--- src/rtl/nibble_load_pkg.sv ---
// nibble_load_pkg: shared state encoding and default frame width
package nibble_load_pkg;
  localparam int WIDTH_DEF = 4;
  typedef enum logic [1:0] {COLLECT, PARITY, LOAD} state_t;
endpackage

--- src/rtl/nibble_shifter.sv ---
// nibble_shifter: payload shift register, bit counter and running even parity
module nibble_shifter
  import nibble_load_pkg::*;
#(
  parameter int WIDTH = WIDTH_DEF
) (
  input  logic                   clk,
  input  logic                   reset,
  input  logic                   shift_en,
  input  logic                   clr,
  input  logic                   in_bit,
  output logic [WIDTH-1:0]       sr_nxt,
  output logic [$clog2(WIDTH):0] bit_cnt,
  output logic                   par
);
  localparam int CW = $clog2(WIDTH) + 1;
  logic [WIDTH-1:0] sr;
  for (genvar i = 0; i < WIDTH; i++) begin : g_sr
    assign sr_nxt[i] = (shift_en && bit_cnt == CW'(i)) ? in_bit : sr[i];
  end
  always_ff @(posedge clk or negedge reset) begin
    if (!reset) begin
      sr      <= '0;
      bit_cnt <= '0;
      par     <= 1'b0;
    end else begin
      sr      <= sr_nxt;
      bit_cnt <= clr ? '0 : shift_en ? bit_cnt + 1'b1 : bit_cnt;
      par     <= clr ? 1'b0 : shift_en ? par ^ in_bit : par;
    end
  end
endmodule

--- src/rtl/nibble_load_ctrl.sv ---
// nibble_load_ctrl: serial frame receiver that pulses a load enable for a downstream register
module nibble_load_ctrl
  import nibble_load_pkg::*;
#(
  parameter int WIDTH     = WIDTH_DEF,
  parameter bit PARITY_EN = 1'b1
) (
  input  logic             clk,
  input  logic             reset,
  input  logic             in_valid,
  input  logic             in_bit,
  output logic             in_ready,
  input  logic             abort,
  output logic             load_en,
  output logic [WIDTH-1:0] data_out,
  output logic             par_err,
  output logic             busy
);
  localparam int CW = $clog2(WIDTH) + 1;
  state_t           state, nxt;
  logic             accept, last, shift_en, clr, perr_d, par;
  logic [WIDTH-1:0] sr_nxt;
  logic [CW-1:0]    bit_cnt;
  nibble_shifter #(.WIDTH(WIDTH)) u_shifter (
    .clk      (clk),
    .reset    (reset),
    .shift_en (shift_en),
    .clr      (clr),
    .in_bit   (in_bit),
    .sr_nxt   (sr_nxt),
    .bit_cnt  (bit_cnt),
    .par      (par)
  );
  assign accept   = in_valid && in_ready && !abort;
  assign last     = bit_cnt == CW'(WIDTH - 1);
  assign load_en  = state == LOAD;
  assign in_ready = state != LOAD;
  assign busy     = bit_cnt != '0 || state == PARITY;
  always_comb begin
    nxt      = state;
    shift_en = 1'b0;
    clr      = abort;
    perr_d   = 1'b0;
    if (state == COLLECT && accept) begin
      shift_en = 1'b1;
      clr      = last && !PARITY_EN;
      nxt      = !last ? COLLECT : PARITY_EN ? PARITY : LOAD;
    end else if (state == PARITY && accept) begin
      clr      = 1'b1;
      perr_d   = in_bit != par;
      nxt      = perr_d ? COLLECT : LOAD;
    end else if (state == LOAD) begin
      nxt      = COLLECT;
    end
    if (abort) nxt = COLLECT;
  end
  always_ff @(posedge clk or negedge reset) begin
    if (!reset) begin
      state    <= COLLECT;
      data_out <= '0;
      par_err  <= 1'b0;
    end else begin
      state    <= nxt;
      par_err  <= perr_d;
      if (nxt == LOAD) data_out <= sr_nxt;
    end
  end
endmodule

--- config.mk ---
export PLATFORM = sky130hd
export DESIGN_NAME = nibble_load_ctrl
export DESIGN_NICKNAME = d
export VERILOG_FILES = /design/src/rtl/nibble_load_pkg.sv /design/src/rtl/nibble_shifter.sv /design/src/rtl/nibble_load_ctrl.sv
export SDC_FILE = /design/constraint.sdc
export NUM_CORES = 1
export LEC_CHECK = 0
export CORE_MARGIN = 2
export CORE_UTILIZATION = 40
export DETAILED_ROUTE_END_ITERATION = 10
export GPL_TIMING_DRIVEN = 0
export PLACE_DENSITY = 0.61
export SLEW_MARGIN = 20
export SYNTH_ARGS = -nofsm -noshare
export SYNTH_HDL_FRONTEND = slang
export SYNTH_HIERARCHICAL = 1
export SYNTH_SLANG_ARGS = --single-unit
--- constraint.sdc ---
create_clock -name clk -period 1.7 [get_ports clk]
set_input_delay 0.255 -clock clk [delete_from_list [all_inputs] [get_ports clk]]
set_output_delay 0.255 -clock clk [all_outputs]
set_load 0.03 [all_outputs]
======== Yosys cells after proc, flatten, opt, wreduce, memory -nomap -nowiden ========
Cells that the tools add are included.
word-level totals
  flip-flop bits (word level) ............. 15
  input bits .............................. 5
  output and inout port bits .............. 8
cells by class
  add/sub/neg operators ................... 1
  eq/ne operators ......................... 8
  multiplexer cells ....................... 19
  bitwise operators ....................... 1
  reductions and logical operators ........ 14
operators with widths
  operator                                        count
  2-to-1 mux 1 bit                                12
  2-to-1 mux 2 bit                                5
  logical AND 1 bit                               8
  == test 3 x 2 -> 1 bit (second input constant)  2
  2-to-1 mux 3 bit                                2
  == test 2 bit (second input constant)           2
  adder 3 x 1 -> 3 bit (second input constant)    1
  == test 3 x 1 -> 1 bit (second input constant)  1
  logical NOT 3 bit                               1
  nonzero test 3 bit                              1
  == test 2 x 1 -> 1 bit (second input constant)  1
  logical NOT 2 bit                               1
  inequality test 2 bit (second input constant)   1
  nonzero test 2 bit                              1
  logical NOT 1 bit                               1
  logical OR 1 bit                                1
  inequality test 1 bit                           1
  bitwise XOR 1 bit                               1

======== Depth between registers and ports, before layout ========
Gate-level depths: netlist (run 1).
  depth after elaboration ................. 8
  depth in mapped cells ................... 6

======== Modules after synthesis ========
Netlist (run 1), hierarchy kept.
modules (own cells, without submodules)
  module            instances  cells an instance  area each (µm²)
  nibble_shifter    1          34                 439.2
  nibble_load_ctrl  1          27                 357.8

======== Worst setup path after synthesis (run 1) ========
Ideal clock, no wire load.
  path kind ............................... register to register
  from .................................... reg state[1]
  to ...................................... reg data_out[1]
  setup time .............................. 0.128 ns
  arrival ................................. 1.520 ns
  required time ........................... 1.572 ns
  path slack .............................. 0.053 ns
  stages on the path, launching flop included .. 7
  period minus slack after synthesis ...... 1.647 ns
  path through ............................ dfrtp_1 nand2b_4 nor3_1 buf_6 nand3b_2 mux2_4 mux2_1
between the ends
  elaborated cells between the ends (all ways) .. 16
RTL lines
  what                            line                    RTL
  from (decl)                     nibble_load_ctrl.sv:20  state_t state, nxt;
  from (signal assigned)          nibble_load_ctrl.sv:63  state <= nxt;
  inequality test 2 bit           nibble_load_ctrl.sv:37  assign in_ready = state != LOAD;
  logical AND 1 bit (2 in a row)  nibble_load_ctrl.sv:34  assign accept = in_valid && in_ready && !abort;
  logical AND 1 bit *             nibble_load_ctrl.sv:44  if (state == COLLECT && accept) begin
  2-to-1 mux 1 bit *              nibble_load_ctrl.sv:44
  named net shift_en              nibble_load_ctrl.sv:21  logic accept, last, shift_en, clr, perr_d, par;
  logical AND 1 bit *             nibble_shifter.sv:19    assign sr_nxt[i] = (shift_en && bit_cnt == CW'(i)) ? in_bit : sr[i];
  2-to-1 mux 1 bit *              nibble_shifter.sv:19
  named net sr_nxt[1]             nibble_load_ctrl.sv:22  logic [WIDTH-1:0] sr_nxt;
  to (signal assigned)            nibble_load_ctrl.sv:65  if (nxt == LOAD) data_out <= sr_nxt;
  to (decl)                       nibble_load_ctrl.sv:15  output logic [WIDTH-1:0] data_out,
Mark *: on every way through the listed nets, which the timed path passes. The rest lies on a longest branch.
A chain may end at the register's enable or synchronous reset.

======== Worst setup path after layout (run 1) ========
  from .................................... reg state[0]
  to ...................................... out busy
between the ends
  longest elaborated chain between the ends .. 2
RTL lines
  what                    line                    RTL
  == test 2 x 1 -> 1 bit  nibble_load_ctrl.sv:38  assign busy = bit_cnt != '0 || state == PARITY;
  logical OR 1 bit        nibble_load_ctrl.sv:38
  to (decl)               nibble_load_ctrl.sv:17  output logic busy
Every way passes these cells.

==> results of run 1 <==
[logic make-up after synthesis]
logic type,count (synthesis)
buf+inv,5
mux,9
xor+xnor,2
simple gates,19
flops,15
fa+ha+maj,5
compound gates,6
[through the flow]
stage           util  std cells  setup WS [ps]  setup TNS, ps  instance area (um2)
2_1_floorplan      -         61           52.6              0                  797
6_report       0.526        107          -16.0          -16.0                 1010
3_3_place_gp   0.495        100           -359          -1800                  951
5_1_grt        0.526        107          -70.1          -82.3                 1010
3_5_place_dp   0.495        100           -374          -1940                  951
4_1_cts        0.512        105           -159           -184                  985
[metal layers]
layer | global-route usage | wire [um]
met1 | 0.174 | 625
met2 | 0.228 | 667
met3 | 0.0278 | 68
met4 | 0.0429 | 0
met5 | 0 | 0
[sequential cells by signal (all words and copies together), names as in the netlist]
register           cells
state                  2
u_shifter/par          1
par_err                1
u_shifter/bit_cnt      3
u_shifter/sr           4
data_out               4
[cell type report]
cell class | instances | area share
Multi-Input combinational cell | 41 | 0.399
Sequential cell | 15 | 0.374
Timing Repair Buffer | 15 | 0.141
Tap cell | 27 | 0.0334
Clock buffer | 3 | 0.0223
Inverter | 4 | 0.0149
Buffer | 1 | 0.0111
Clock inverter | 1 | 0.00495
[final timing paths]
path	startpoint	endpoint	slack, ps
max	state[0]	busy	-20
max in group asynchronous	reset	u_shifter/bit_cnt[0]	820
min in group asynchronous	reset	par_err	390
min reg2reg	data_out[1]	data_out[1]	490
max reg2reg	state[1]	data_out[1]	80
min	abort	state[0]	290
[report_power, final]
| part | internal, mW | switching (mW) |
|---|---|---|
| Sequential | 0.383 | 0.0146 |
| Clock | 0.0872 | 0.117 |
| Combinational | 0.0714 | 0.0604 |
| Total | 0.542 | 0.192 |
[cell usage after synthesis (all sizes together), types with 2 or more instances]
master and count:
nand3b 5, ha 5, inv 4, nor2 3, nand2b 2, mux2 8, dfrtp 15, a21oi 3
nand2 2, xnor2 2
[worst max-delay path, cell delays in order, from the launching register on]
cell	delay (ps)
dfrtp_2	460
nor2b_1	150
or4_1	420
buf_6	160
[repair_timing]
item / CTS / global route
resized for setup: 7 / 9
buffers inserted: 1 / 2
endpoints found under the setup margin: 7 / 5
cloned: 0 / 0
==> out/qor.yml, run 1 <==
die:
  placementRows: 16
  start_util: 0.415
  die_y_um: 48.6
  die-area_um2: 2370
  boundaryPins: 13
  dieWidth_um: 48.6
  core_um2: 1920
clock_tree:
  htreeDepth: 1
  cts-hold-fix-buffers: 0
  clk_pin_slew_ps: 90
  cts_sinks: 15
  clk_latency_ps: 280
  clk_path_buf_depth: 2
  cts-buffers-inserted: 3
  cts_tree: "done"
  cts_root_buf: "clkbuf_4"
worst_setup_path:
  reg2reg_depth: 6
  setup.worst_path.end_class: "primary output"
  startpoint_type: "flop"
  crit_type: "flop to primary output"
  critPathArrivalTime_ps: 1460
  cp_max_fo: 8
  crit_required_ps: 1440
global_route:
  overflow: 0
  grt_pass1_wl_um: 2460
  antenna_found_initial: 0
  grt_pass1_vias: 527
  track_usage: 0.135
  grt_max_degree: 16
finish:
  area_delta_synth_final_pct: 26.8
  fillers: 174
  layout_common_cells: "dfrtp_1, clkdlybuf4s50_1, inv_1, mux2_1, ha_1"
  drive_above_1_share: 0.300
  n_antenna_cell: 0
  nets: 91
  final_common_cell: "dfrtp_1"
  regArea_um2: 378
  multi_input_area_um2: 403
routing:
  drc: 0
  dr.pass1.iters: 2
  wl_per_cell_um: 12.7
  dr_total_vias: 505
  totalWireLength_um: 1360
  drt_iter0_drc: 1
  viasPerCell: 4.72
  ant_nets: 0
placed_design:
  numPortBuffers: 12
  place_hpwl_um: 1010
  place_congestion: 0.712
yosys:
  yosys.area_share.adder: 0.0785
  synth-xor-area-share: 0.0314
  synth_mux_area_frac: 0.140
  yosys.area_share.simple: 0.196
  yosys_warnings: 6
  yosysSeqAreaShare: 0.471
  synth_top_area_share: 0.471
  synthTopCellsByArea: "dfrtp_1, ha_1, mux2_1"
  syn_nets: 71
  ys_seq_elements: 15
  ys.flop_type: "dfrtp_1"
  syn_avg_cell_area_um2: 13.1
  synth_cell_types: 27
  yosysTopAreaCell: "dfrtp_1"
  synth-compound-area-share: 0.0502
  ys_async_sr_fraction: 1.00
  syn_area_um2: 797
  synth_cells: 61
  synth_top_family_by_area: "simple AND/OR/NAND/NOR gates"
  synth_edf_count: 0
timing:
  holdWs_ps: 292
  finalSetupViolCount: 1
  maxSlewViolCount: 0
  fin_skew_ps: 1.57
  hold_viol_final: 0
  worst_pin_slew_ps: 703
  setup_ws_ps: -16.0
  relSlewSlack: 0.530
  fmax_mhz: 583
  final.min_clock_period_ps: 1720
  min_period_over_period: 1.01
  rsz0062_at_grt: "yes"
pwr:
  p_leak_nw: 0.485
  powerDensity_nw_per_um2: 726
  peakVddDrop_mv: 0.351
  finalPower_uw: 734
status:
  status: "complete, but fails checks"
  violations: "negative setup slack"
min_path:
  holdPathStages: 2
  holdCritPathClass: "input pin to flop"
flow_run:
  timing.max_cap.violations: 0
Power figures use the tool's default switching activity.
==> run 2: changes to the inputs <==
--- a/config.mk
+++ b/config.mk
@@ -9,7 +9,7 @@
 export CORE_UTILIZATION = 40
 export DETAILED_ROUTE_END_ITERATION = 10
 export GPL_TIMING_DRIVEN = 0
-export PLACE_DENSITY = 0.61
+export PLACE_DENSITY = 0.59
 export SLEW_MARGIN = 20
 export SYNTH_ARGS = -nofsm -noshare
 export SYNTH_HDL_FRONTEND = slang
==> constraint.sdc (replaced) <==
create_clock -name clk -period 2.1 [get_ports clk]
set_input_delay 0.315 -clock clk [delete_from_list [all_inputs] [get_ports clk]]
set_output_delay 0.315 -clock clk [all_outputs]
set_load 0.03 [all_outputs]
==> run 2 against run 1 <==
The flow now finishes without violations. Critical path depth unchanged. Clock power shrank 19%. Routed wire length shrank 9.8%. Utilization shrank 1.8 points. Power fell by 20%. Via count did not move. Die area unchanged.
==> out/qor.yml, run 2 (synthesized netlist as in run 1, its figures left out) <==
placed_design:
  placed_area_um2: 951  # unchanged
  numPortBuffers: 12  # unchanged
  preCtsSetupSlack_ps: -37.7  # +337 ps
  place_congestion: 0.694  # -2.6%
  place_hpwl_um: 922  # -8.6%
global_route:
  track_usage: 0.129  # -0.00677
  antenna_found_initial: 0  # unchanged
  grt_pass1_wl_um: 2240  # -8.7%
  overflow: 0  # unchanged
  grt_max_degree: 16  # unchanged
  grt_pass1_vias: 521  # -1.1%
die:
  boundaryPins: 13  # unchanged
  die_y_um: 48.6  # unchanged
  die-area_um2: 2370  # unchanged
  core_um2: 1920  # unchanged
  dieWidth_um: 48.6  # unchanged
  placementRows: 16  # unchanged
  start_util: 0.415  # unchanged
worst_setup_path:
  setup.worst_path.end_class: "primary output"
  max_stage_delay_ps: 470  # about the same
  path_cells: "nor2b_1 > or4_1 > dlygate4sd2_1"
  r2r_end: "data_out[1]"
  reg2reg_depth: 6  # unchanged
  critPathSlowestCell: "dfrtp_1"
  crit_type: "flop to primary output"
  worstReg2RegStart: "state[1]"
  cp_max_fo: 8  # unchanged
  path_delay_family: "simple AND/OR/NAND/NOR gates"
  worstPathBufferInverterCount: 1  # unchanged
  startpoint_type: "flop"
  cp.depth: 3  # unchanged
  reg2reg_setup_slack_ps: 360  # +280 ps
  crit_required_ps: 1780  # +340 ps
  critPathArrivalTime_ps: 1690  # +230 ps
finish:
  post-route-cell-area_um2: 977  # -3.3%
  n_antenna_cell: 0  # unchanged
  drive_above_1_share: 0.208  # -0.0922
  top_regs: "data_out x4, u_shifter/sr x4, u_shifter/bit_cnt x3"
  area_delta_synth_final_pct: 22.6
  nets: 88  # -3.3%
  final_common_cell: "dfrtp_1"
  regArea_um2: 375  # -0.66%
  multi_input_area_um2: 395  # -1.9%
  fin_util: 0.508  # -0.0176
  fillers: 187  # +7.5%
  layout_common_cells: "dfrtp_1, clkdlybuf4s50_1, ha_1"
timing:
  final.min_clock_period_ps: 2000
  rsz0062_at_grt: "no"
  setup_ws_ps: 96.4  # +112 ps
  worst_pin_slew_ps: 672  # -30.9 ps
  tns_ps: 0  # +16.0 ps
  fmax_mhz: 499
  min_period_over_period: 0.954
  fin_skew_ps: 1.31  # -0.260 ps
  maxSlewViolCount: 0  # unchanged
  relSlewSlack: 0.551  # +0.0207
  hold_viol_final: 0  # unchanged
  finalSetupViolCount: 0  # -1
clock_tree:
  cts_tree: "done"
  clk_pin_slew_ps: 90  # about the same
  cts_resized: 1  # -6
  cts_sinks: 15  # unchanged
  cts-hold-fix-buffers: 0  # unchanged
  clk_path_buf_depth: 2  # unchanged
  cts-buffers-inserted: 3  # unchanged
  cts.repair_timing.setup_buffer_count: 0  # -1
  htreeDepth: 1  # unchanged
  clk_latency_ps: 280  # about the same
  cts_root_buf: "clkbuf_4"
routing:
  dr.pass1.iters: 2  # unchanged
  totalWireLength_um: 1230  # -9.8%
  drt_iter0_drc: 3  # +2
  viasPerCell: 4.86  # +2.9%
  wl_per_cell_um: 11.8  # -7.2%
  ant_nets: 0  # unchanged
  drc: 0  # unchanged
  dr_total_vias: 505  # unchanged
pwr:
  powerDensity_nw_per_um2: 600  # -17%
  p_leak_nw: 0.460  # -5.1%
  finalPower_uw: 586  # -20%
  peakVddDrop_mv: 0.295  # -16%
flow_run:
  timing.max_cap.violations: 0  # unchanged
min_path:
  holdCritPathClass: "input pin to async pin"
status:
  status: "completed"
-- run 2: worst max-delay path by stage --
stage | start | endpoint | slack, ps
6_report | state[0] | busy | 100
2_1_floorplan | state[1] | data_out[1] | 450
3_5_place_dp | in_valid | data_out[1] | -40
5_1_grt | state[0] | busy | 2
3_3_place_gp | in_valid | data_out[1] | -30
4_1_cts | state[0] | busy | 80
-- run 2: report_power, final --
| group | internal [mW] | switching [mW] | leakage [nW] |
|---|---|---|---|
| sequential | 0.310 | 0.0129 | 0.203 |
| combinational | 0.0540 | 0.0444 | 0.239 |
| clock | 0.0707 | 0.0938 | 0.0177 |
| total | 0.435 | 0.151 | 0.460 |
-- run 2: metal layers --
layer  global-route usage  vias to the layer above  share of wire
met5                    0                        -              0
met4                0.100                        0          0.022
met3               0.0247                        4          0.040
met2                0.194                       11           0.46
met1                0.161                      246           0.48
li1                     -                      244              -
-- run 2: stage by stage --
step	cells	hold WS, ps
after global placement	100	475
after floorplan	61	19.4
after detailed placement	100	482
after CTS	104	456
after global routing	104	491
final	104	436
-- run 2: cell type report --
class	count	area share
multi-input cells	41	0.405
flip-flops and latches	15	0.384
repair buffers	12	0.122
well taps	27	0.0346
clock buffers	3	0.0230
inverters	4	0.0154
plain buffers	1	0.0115
clock inverters	1	0.00512
